===== src/rtl/npu_io_pkg.sv =====
// Shared definitions for the NPU I/O blocks: state encodings common to the
// serial shifters and a constant-function clog2 for derived widths.
package npu_io_pkg;

    localparam logic [0:0] ST_FILL = 1'b0;
    localparam logic [0:0] ST_FULL = 1'b1;

    // Smallest r with 2**r >= v; v <= 1 yields 0.
    function automatic int clog2(input int v);
        int r;
        int x;
        r = 0;
        x = v - 1;
        while (x > 0) begin
            r = r + 1;
            x = x >> 1;
        end
        return r;
    endfunction

endpackage


===== src/rtl/sipo_in_ctrl.sv =====
// Fill/full controller for sipo_in: word counter, READY/DATA_VALID handshake
// and, when SIPO_IN_OVF_EN is defined, the sticky overflow flag.
module sipo_in_ctrl
    import npu_io_pkg::*;
#(
    parameter int NUM_TAPS = 4,
    parameter int CNT_W    = 3
) (
    input  logic             clk_i,
    input  logic             arst_i,
    input  logic             clr_i,
    input  logic             en_i,
    input  logic             ack_i,
    output logic             ready_o,
    output logic             capture_o,
    output logic             valid_o,
    output logic [CNT_W-1:0] count_o,
    output logic             overflow_o
);

    logic [0:0]       state_q, state_d;
    logic [CNT_W-1:0] count_q, count_d;

    assign ready_o   = (state_q == ST_FILL) | ack_i;
    assign capture_o = en_i & ready_o;
    assign valid_o   = (state_q == ST_FULL);
    assign count_o   = count_q;

    always_comb begin
        state_d = state_q;
        count_d = count_q;
        if (state_q == ST_FILL) begin
            if (capture_o) begin
                count_d = count_q + CNT_W'(1);
                if (count_q == CNT_W'(NUM_TAPS - 1)) begin
                    state_d = ST_FULL;
                end
            end
        end else if (ack_i) begin
            // An ack with a word present starts the next vector immediately.
            state_d = ST_FILL;
            count_d = en_i ? CNT_W'(1) : '0;
        end
    end

    always_ff @(posedge clk_i or posedge arst_i) begin
        if (arst_i) begin
            state_q <= ST_FILL;
            count_q <= '0;
        end else if (clr_i) begin
            state_q <= ST_FILL;
            count_q <= '0;
        end else begin
            state_q <= state_d;
            count_q <= count_d;
        end
    end

`ifdef SIPO_IN_OVF_EN
    logic ovf_q, ovf_d;

    assign ovf_d      = ovf_q | (en_i & ~ready_o);
    assign overflow_o = ovf_q;

    always_ff @(posedge clk_i or posedge arst_i) begin
        if (arst_i) begin
            ovf_q <= 1'b0;
        end else if (clr_i) begin
            ovf_q <= 1'b0;
        end else begin
            ovf_q <= ovf_d;
        end
    end
`else
    assign overflow_o = 1'b0;
`endif

endmodule


===== src/rtl/sipo_in.sv =====
// Serial-in/parallel-out collector: shifts NUM_TAPS words in, first word ends
// at the MSB slice. Optional sticky OVERFLOW flag via SIPO_IN_OVF_EN.
module sipo_in
    import npu_io_pkg::*;
#(
    parameter int WIDTH    = 8,
    parameter int NUM_TAPS = 4,
    localparam int CNT_W   = clog2(NUM_TAPS + 1)
) (
    input  logic                      CLKEXT,
    input  logic                      CLR_PISO_OUT,
    input  logic                      CLR_SIPO,
    input  logic                      EN_SIPO_IN,
    input  logic [WIDTH-1:0]          DATA_IN,
    output logic                      READY,
    output logic [WIDTH*NUM_TAPS-1:0] DATA_OUT,
    output logic                      DATA_VALID,
    input  logic                      DATA_ACK,
    output logic [CNT_W-1:0]          COUNT,
    output logic                      OVERFLOW
);

    logic                                capture;
    logic [NUM_TAPS-1:0][WIDTH-1:0] slice_q, slice_d;

    sipo_in_ctrl #(
        .NUM_TAPS (NUM_TAPS),
        .CNT_W    (CNT_W)
    ) u_ctrl (
        .clk_i      (CLKEXT),
        .arst_i     (CLR_PISO_OUT),
        .clr_i      (CLR_SIPO),
        .en_i       (EN_SIPO_IN),
        .ack_i      (DATA_ACK),
        .ready_o    (READY),
        .capture_o  (capture),
        .valid_o    (DATA_VALID),
        .count_o    (COUNT),
        .overflow_o (OVERFLOW)
    );

    generate
        for (genvar gi = 0; gi < NUM_TAPS; gi++) begin : g_slice
            if (gi == 0) begin : g_head
                assign slice_d[gi] = DATA_IN;
            end else begin : g_tail
                assign slice_d[gi] = slice_q[gi-1];
            end
        end
    endgenerate

    // Slices are not cleared on ack; stale data stays until overwritten.
    always_ff @(posedge CLKEXT or posedge CLR_PISO_OUT) begin
        if (CLR_PISO_OUT) begin
            slice_q <= '0;
        end else if (CLR_SIPO) begin
            slice_q <= '0;
        end else if (capture) begin
            slice_q <= slice_d;
        end
    end

    assign DATA_OUT = slice_q;

endmodule


===== config.mk =====
export PLATFORM = sky130hd
export DESIGN_NAME = sipo_in
export DESIGN_NICKNAME = d
export VERILOG_FILES = /design/src/rtl/npu_io_pkg.sv /design/src/rtl/sipo_in_ctrl.sv /design/src/rtl/sipo_in.sv
export SDC_FILE = /design/constraint.sdc
export NUM_CORES = 1
export LEC_CHECK = 0
export BUFFER_PORTS_ARGS = -buffer_cell sky130_fd_sc_hd__buf_2
export CAP_MARGIN = 15
export CORE_ASPECT_RATIO = 1.5
export CORE_UTILIZATION = 45
export CTS_CLUSTER_SIZE = 12
export DETAILED_ROUTE_END_ITERATION = 7
export GPL_ROUTABILITY_DRIVEN = 0
export MAX_ROUTING_LAYER = met4
export PLACE_DENSITY = 0.85
export SYNTH_ARGS = -nofsm -noshare
export SYNTH_HDL_FRONTEND = slang
export SYNTH_HIERARCHICAL = 1
export SYNTH_SLANG_ARGS = --single-unit

===== constraint.sdc =====
create_clock -name CLKEXT -period 1.3 [get_ports CLKEXT]
set_input_delay 0.13 -clock CLKEXT [delete_from_list [all_inputs] [get_ports CLKEXT]]
set_output_delay 0.13 -clock CLKEXT [all_outputs]
set_load 0.1 [all_outputs]

==> out/qor.yml, run 1 <==
die:
  core_um2: 3220
  die_height_um: 74.3
  start_util: 0.487
  die_area_um2: 3730
  core.rowCount: 25
  ios: 51
  die_w_um: 50.2
worst_hold_path:
  hp-class: "in -> reg"
  hold_start: "DATA_IN[6]"
detailed_routing:
  vias_per_cell: 5.15
  finalWirelength_um: 3610
  drcViolationCount: 0
  ant_nets: 0
  drt_iter0_drc: 29
  wl_per_cell_um: 15.8
  num_vias: 1174
  firstDrtPassIters: 4
setup_path:
  critPathArrivalTime_ns: 1.55
  worstSetupStartpointType: "flop"
  worst-setup-path-type: "reg -> reg"
  worstSetupStartpoint: "u_ctrl/valid_o"
  crit_required_ns: 1.44
  cp_max_fo: 5
  endpoint_kind: "flop"
  r2r_start: "u_ctrl/valid_o"
timing:
  finalWorstSetupSlack_ns: -0.104
  min_period_over_period: 1.08
  finClkSkew_ns: 0.00222
  worst-slew-pin-transition_ns: 0.622
  slew_viol_final: 0
  finalHoldViolCount: 0
  min_period_ns: 1.40
  timing.fmax_mhz: 712
  slew_headroom: 0.585
  rsz0062_at_grt: "yes"
  setup_violations: 32
place:
  pre_cts_ws_ns: -0.0836
  port_buffers: 49
  place_area_um2: 1930
  dp_cells: 217
  dp_hpwl_um: 2390
cells_and_area:
  diodes: 0
  regArea_um2: 916
  final_nets: 202
  final_util: 0.657
  final_cells: 228
  drive_above_1_share: 0.431
  multi_input_area_um2: 609
  filler_cell_count: 258
  final_cell_area_um2: 2120
  area_delta_synth_final_pct: 35.1
global_routing:
  grt_max_degree: 37
  antenna_found_initial: 0
  grt_pass1_vias: 1113
  grtUsageTotal: 0.204
  grt_first_pass_wirelength_um: 5320
  gr-total-overflow: 0
synthesis:
  ys_top_cells_by_area: "dfrtp_1 (57%), mux2i_1 (21%), nor2_1 (8.1%), buf_12 (3.8%), ha_1 (1.6%)"
  synth_top_family_by_area: "multiplexers"
  syn_area_um2: 1570
  synth_edf_count: 0
  synth_most_common_cell: "dfrtp_1"
  synth_nets: 144
  ys_async_sr_fraction: 1.00
  synthTopCellsByCount: "dfrtp_1 (36), nor2_1 (34), mux2i_1 (33)"
  ys_warn_count: 6
  ys_seq_area_frac: 0.575
  synth_area_leader_cell: "dfrtp_1"
  avgSynthCellArea_um2: 12.2
  synthDistinctLibCells: 19
  synth-xor-area-share: 0
  synth_fa_ha_area_frac: 0.0160
  yosys.area_share.simple: 0.104
  yosys.area.top_type_share: 0.575
  muxShareOfSynthArea: 0.211
  synth-compound-area-share: 0.0255
  syn_inst: 129
  ys.flop_type: "dfrtp_1"
  ys_ff_latch: 36
power:
  clkPwrFrac: 0.316
  powerDensity_nw_per_um2: 1200
  pwr-share-seq: 0.468
  switching_share: 0.321
  combPwrFrac: 0.217
  ir_worst_vdd_mv: 0.805
  switchingPower_mw: 0.817
  intPower_mw: 1.73
  p_leak_nw: 1.17
clock_network:
  htreeDepth: 2
  cts_sinks: 36
  clk_path_buf_depth: 2
  tritoncts: "built"
  clk_pin_slew_ns: 0.07
  insertion_delay_ns: 0.28
  cts_made_buffers: 5
  clk_root_buffer_cell: "clkbuf_8"
run_status:
  status: "finished with violations"
  violations: "negative setup slack"
run:
  cap_violations: 0
through the flow:
stage	power [mW]	TNS, ns	hold WS (ns)
final	2.54	-1.42	0.0877
after global routing	2.63	-3.29	0.120
after CTS	2.53	-0.639	0.0870
after detailed placement	1.72	-0.942	0.0303
after global placement	1.71	-0.00307	0.0271
after floorplan	1.62	-14.94	-0.104
registers in the layout, indices dropped and copies added (netlist names):
signal and count:
u_ctrl/valid_o 1, u_ctrl/count_o 3, DATA_OUT 32
power groups by stage:
| stage | sequential, mW | clock, mW | combinational (mW) |
|---|---|---|---|
| global route | 1.19 | 0.861 | 0.576 |
| global placement | 1.21 | 0 | 0.502 |
| detailed placement | 1.21 | 0 | 0.513 |
| finish | 1.19 | 0.803 | 0.551 |
| CTS | 1.19 | 0.806 | 0.536 |
| floorplan | 1.46 | 0 | 0.168 |
critical path, cell delays in order, from the launching register on:
cell       delay [ns]
dfrtp_4          0.49
nand2b_4         0.07
and2_4           0.24
clkbuf_16        0.17
mux2i_1          0.22
nor2_1           0.07
cells in the final DEF (no fill, tap or decap), types with 2 or more instances in the layout:
master    Yosys  layout
buf_2         0      45
nor2_1       34      34
dfrtp_1      36      32
mux2i_1      33      31
clkbuf_8      0       6
buf_12        3       4
buf_4         1       4
dfrtp_4       0       4
inv_1         3       3
mux2i_2       0       2
clkinv_2      0       2
buf_8         0       2
nand2_1       2       2
a21oi_1       2       2
ha_4          0       2
layer usage:
layer	GRT usage	wire, um	vias up
met3	0.0593	170	11
met5	-	0	-
met4	0.0921	108	0
li1	-	-	541
met2	0.330	1880	42
met1	0.231	1450	580
path summary, 6_finish.rpt:
check	end	slack (ns)	depth (start not counted)
max	DATA_OUT[29]	-0.10	5
min	DATA_OUT[6]	0.09	3
max reg2reg	DATA_OUT[29]	-0.10	5
min reg2reg	DATA_OUT[28]	0.52	2
max in group asynchronous	DATA_OUT[31]	0.53	4
min in group asynchronous	u_ctrl/count_o[2]	0.29	3
what timing repair did:
item | in CTS | in global routing
endpoints found under the hold margin | 36 | 0
hold buffers | 1 | 0
setup buffers | 0 | 0
cloned | 1 | 1
gates resized for setup | 6 | 4
endpoints found under the setup margin | 32 | 35
cell type report:
cell class | instances | share of cell area
clock buffer | 6 | 0.0390
tap | 40 | 0.0236
sequential | 36 | 0.432
clock inverter | 2 | 0.00473
multi-input combinational | 81 | 0.288
timing repair buffer | 59 | 0.206
inverter | 4 | 0.00709
logic make-up (layout without fill, tap and decap cells):
logic type               Yosys count  in the layout
AND/OR/NAND/NOR                   40             40
flip-flops                        36             36
multiplexers                      33             33
buffers and inverters             12             71
AO/OA/AOI/OAI                      5              5
adder cells (fa/ha/maj)            2              2
other                              1              1
No activity file was read; power rests on OpenSTA's default activity.
==> inputs of run 2 (changes only) <==
--- a/config.mk
+++ b/config.mk
@@ -7,13 +7,14 @@
 export LEC_CHECK = 0
 export BUFFER_PORTS_ARGS = -buffer_cell sky130_fd_sc_hd__buf_2
 export CAP_MARGIN = 15
-export CORE_ASPECT_RATIO = 1.5
+export CORE_ASPECT_RATIO = 2
 export CORE_UTILIZATION = 45
 export CTS_CLUSTER_SIZE = 12
 export DETAILED_ROUTE_END_ITERATION = 7
 export GPL_ROUTABILITY_DRIVEN = 0
 export MAX_ROUTING_LAYER = met4
 export PLACE_DENSITY = 0.85
+export RECOVER_POWER = 50
 export SYNTH_ARGS = -nofsm -noshare
 export SYNTH_HDL_FRONTEND = slang
 export SYNTH_HIERARCHICAL = 1
==> run 2 against run 1 <==
Effect of this change:
- the run ends with design-rule violations, negative setup slack left
- total power up 5.0%
- clock power is 20% higher
- register-to-register slack better by 0.08 ns
==> out/qor.yml, run 2 (synthesized netlist as in run 1, its figures left out) <==
run:
  cap_violations: 0  # unchanged
setup_path:
  endpoint_kind: "flop"
  path_buf_inv: 1  # unchanged
  worstSetupStartpointType: "flop"
  cp_max_fo: 16  # +11
  worst-setup-path-type: "reg -> reg"
  cp_cell_sequence: "nand2b_4 -> and2_4 -> buf_12 -> mux2i_1 -> nor2_1"
  cp.depth: 5  # unchanged
  cpPeakStageDelay_ns: 0.49  # about the same
  crit_family: "flip-flops"
  r2r_cells: 5  # unchanged
  crit_required_ns: 1.44  # about the same
  critPathArrivalTime_ns: 1.47  # -0.08 ns
  critPathSlowestCell: "dfrtp_4"
die:
  start_util: 0.469  # -0.0173
  core.rowCount: 30  # +20%
  die_height_um: 85.5  # +15%
  ios: 51  # unchanged
  core_um2: 3340  # +3.7%
  die_area_um2: 3740  # +0.24%
  die_w_um: 43.7  # -13%
timing:
  min_period_ns: 1.32  # -0.0801 ns
  rsz0062_at_grt: "yes"
  hold_slack_ns: 0.0884  # +0.000717 ns
  setup_violations: 8  # -75%
  worst-slew-pin-transition_ns: 0.776  # +0.154 ns
  slew_viol_final: 0  # unchanged
  timing.fmax_mhz: 755  # +6.1%
  finalHoldViolCount: 0  # unchanged
  slew_headroom: 0.483  # -0.103
  finClkSkew_ns: 0.00873  # +0.00651 ns
  finalWorstSetupSlack_ns: -0.0236  # +0.0801 ns
  min_period_over_period: 1.02  # -0.0617
power:
  powerDensity_nw_per_um2: 1290  # +7.6%
  finalPower_mw: 2.67  # +5.0%
  p_leak_nw: 1.15  # -1.3%
  ir_worst_vdd_mv: 1.16  # +44%
global_routing:
  grt_pass1_vias: 1080  # -3.0%
  grt_first_pass_wirelength_um: 4850  # -8.8%
  grtUsageTotal: 0.181  # -0.0229
  antenna_found_initial: 0  # unchanged
  gr-total-overflow: 0  # unchanged
  grt_max_degree: 37  # unchanged
cells_and_area:
  regArea_um2: 916  # unchanged
  multi_input_area_um2: 607  # -0.41%
  final_common_cell: "buf_2"
  final_cell_mix: "buf_2 (44), nor2_1 (34), mux2i_1 (33), dfrtp_1 (32)"
  largest_reg_flops: 32  # unchanged
  diodes: 0  # unchanged
  final_cell_area_um2: 2070  # -2.5%
  drive_above_1_share: 0.409  # -0.0222
  area_delta_synth_final_pct: 31.8
  final_nets: 200  # -0.99%
  filler_cell_count: 267  # +3.5%
  final_cells: 218  # -4.4%
place:
  port_buffers: 49  # unchanged
  dp_hpwl_um: 2160  # -9.5%
  dp_cells: 209  # -3.7%
  pre_cts_ws_ns: -0.0615  # +0.0220 ns
  place_area_um2: 1930  # +0.13%
run_status:
  status: "finished with violations"
  violations: "design-rule violations, negative setup slack"
clock_network:
  clk_root_buffer_cell: "clkbuf_8"
  insertion_delay_ns: 0.29  # about the same
  htreeDepth: 2  # unchanged
  tritoncts: "built"
  cts_sinks: 36  # unchanged
  clk_path_buf_depth: 2  # unchanged
  postCtsSetupBuffers: 0  # unchanged
  cts_made_buffers: 5  # unchanged
  clk_pin_slew_ns: 0.08  # about the same
detailed_routing:
  wl_per_cell_um: 14.1  # -11%
  firstDrtPassIters: 6  # +2
  ant_nets: 0  # unchanged
  drt_iter0_drc: 22  # -24%
  drcViolationCount: 5  # +5
  finalWirelength_um: 3080  # -15%
  vias_per_cell: 5.18  # +0.58%
  num_vias: 1129  # -3.8%
worst_hold_path:
  whs_path_depth: 3  # unchanged
  hp-class: "in -> reg"
==> run 2: cell types whose count changed in the layout (fill, tap and decap cells not counted), sizes merged <==
cell / before / now
clkinvlp: 0 / 1
clkbuf: 8 / 7
clkinv: 2 / 1
bufinv: 0 / 1
buf: 56 / 54
==> run 2: where the power goes <==
group	switching [mW]	internal (mW)	total, mW
clock	0.397	0.567	0.964
combinational	0.393	0.127	0.520
sequential	0.0293	1.16	1.19
==> run 2: metrics by stage <==
stage / util / setup TNS [ns]
2_1_floorplan: - / -14.94
4_1_cts: 0.618 / -0.138
3_5_place_dp: 0.579 / -1.16
5_1_grt: 0.618 / -1.78
3_3_place_gp: 0.579 / -0.0973
6_report: 0.618 / -0.0638
==> run 2: final timing paths <==
kind / slack, ns / endpoint / startpoint
worst max-delay path: -0.02 / DATA_OUT[4] / u_ctrl/valid_o
worst min-delay path: 0.09 / DATA_OUT[7] / DATA_IN[7]
worst max register to register: -0.02 / DATA_OUT[4] / u_ctrl/valid_o
worst min register to register: 0.52 / DATA_OUT[30] / DATA_OUT[30]
max in group asynchronous: 0.18 / DATA_OUT[3] / CLR_PISO_OUT
min in group asynchronous: 0.29 / u_ctrl/count_o[0] / CLR_PISO_OUT
==> run 2: metal layers <==
metal | track usage | part of all wire
met1 | 0.206 | 0.41
met2 | 0.277 | 0.52
met3 | 0.0574 | 0.048
met4 | 0.0938 | 0.020
met5 | - | 0
==> run 2: timing repair <==
action	CTS	global route
endpoints found under the hold margin	36	0
gates resized for setup	3	1
hold buffers	1	0
setup endpoints to repair	34	35
==> run 2: worst register-to-register path: cells and delay by family, from the launching register on <==
family                 cells  cell delay [ns]
DFF                        1             0.49
and+or+nand+nor            3             0.31
muxes                      1             0.20
buffers and inverters      1             0.17
==> run 2: cell type report <==
| type | instances | area share |
|---|---|---|
| well taps | 32 | 0.0194 |
| clock inverters | 3 | 0.0206 |
| inverters | 4 | 0.00727 |
| clock buffers | 5 | 0.0333 |
| multi-input cells | 81 | 0.294 |
| flip-flops and latches | 36 | 0.443 |
| repair buffers | 57 | 0.182 |
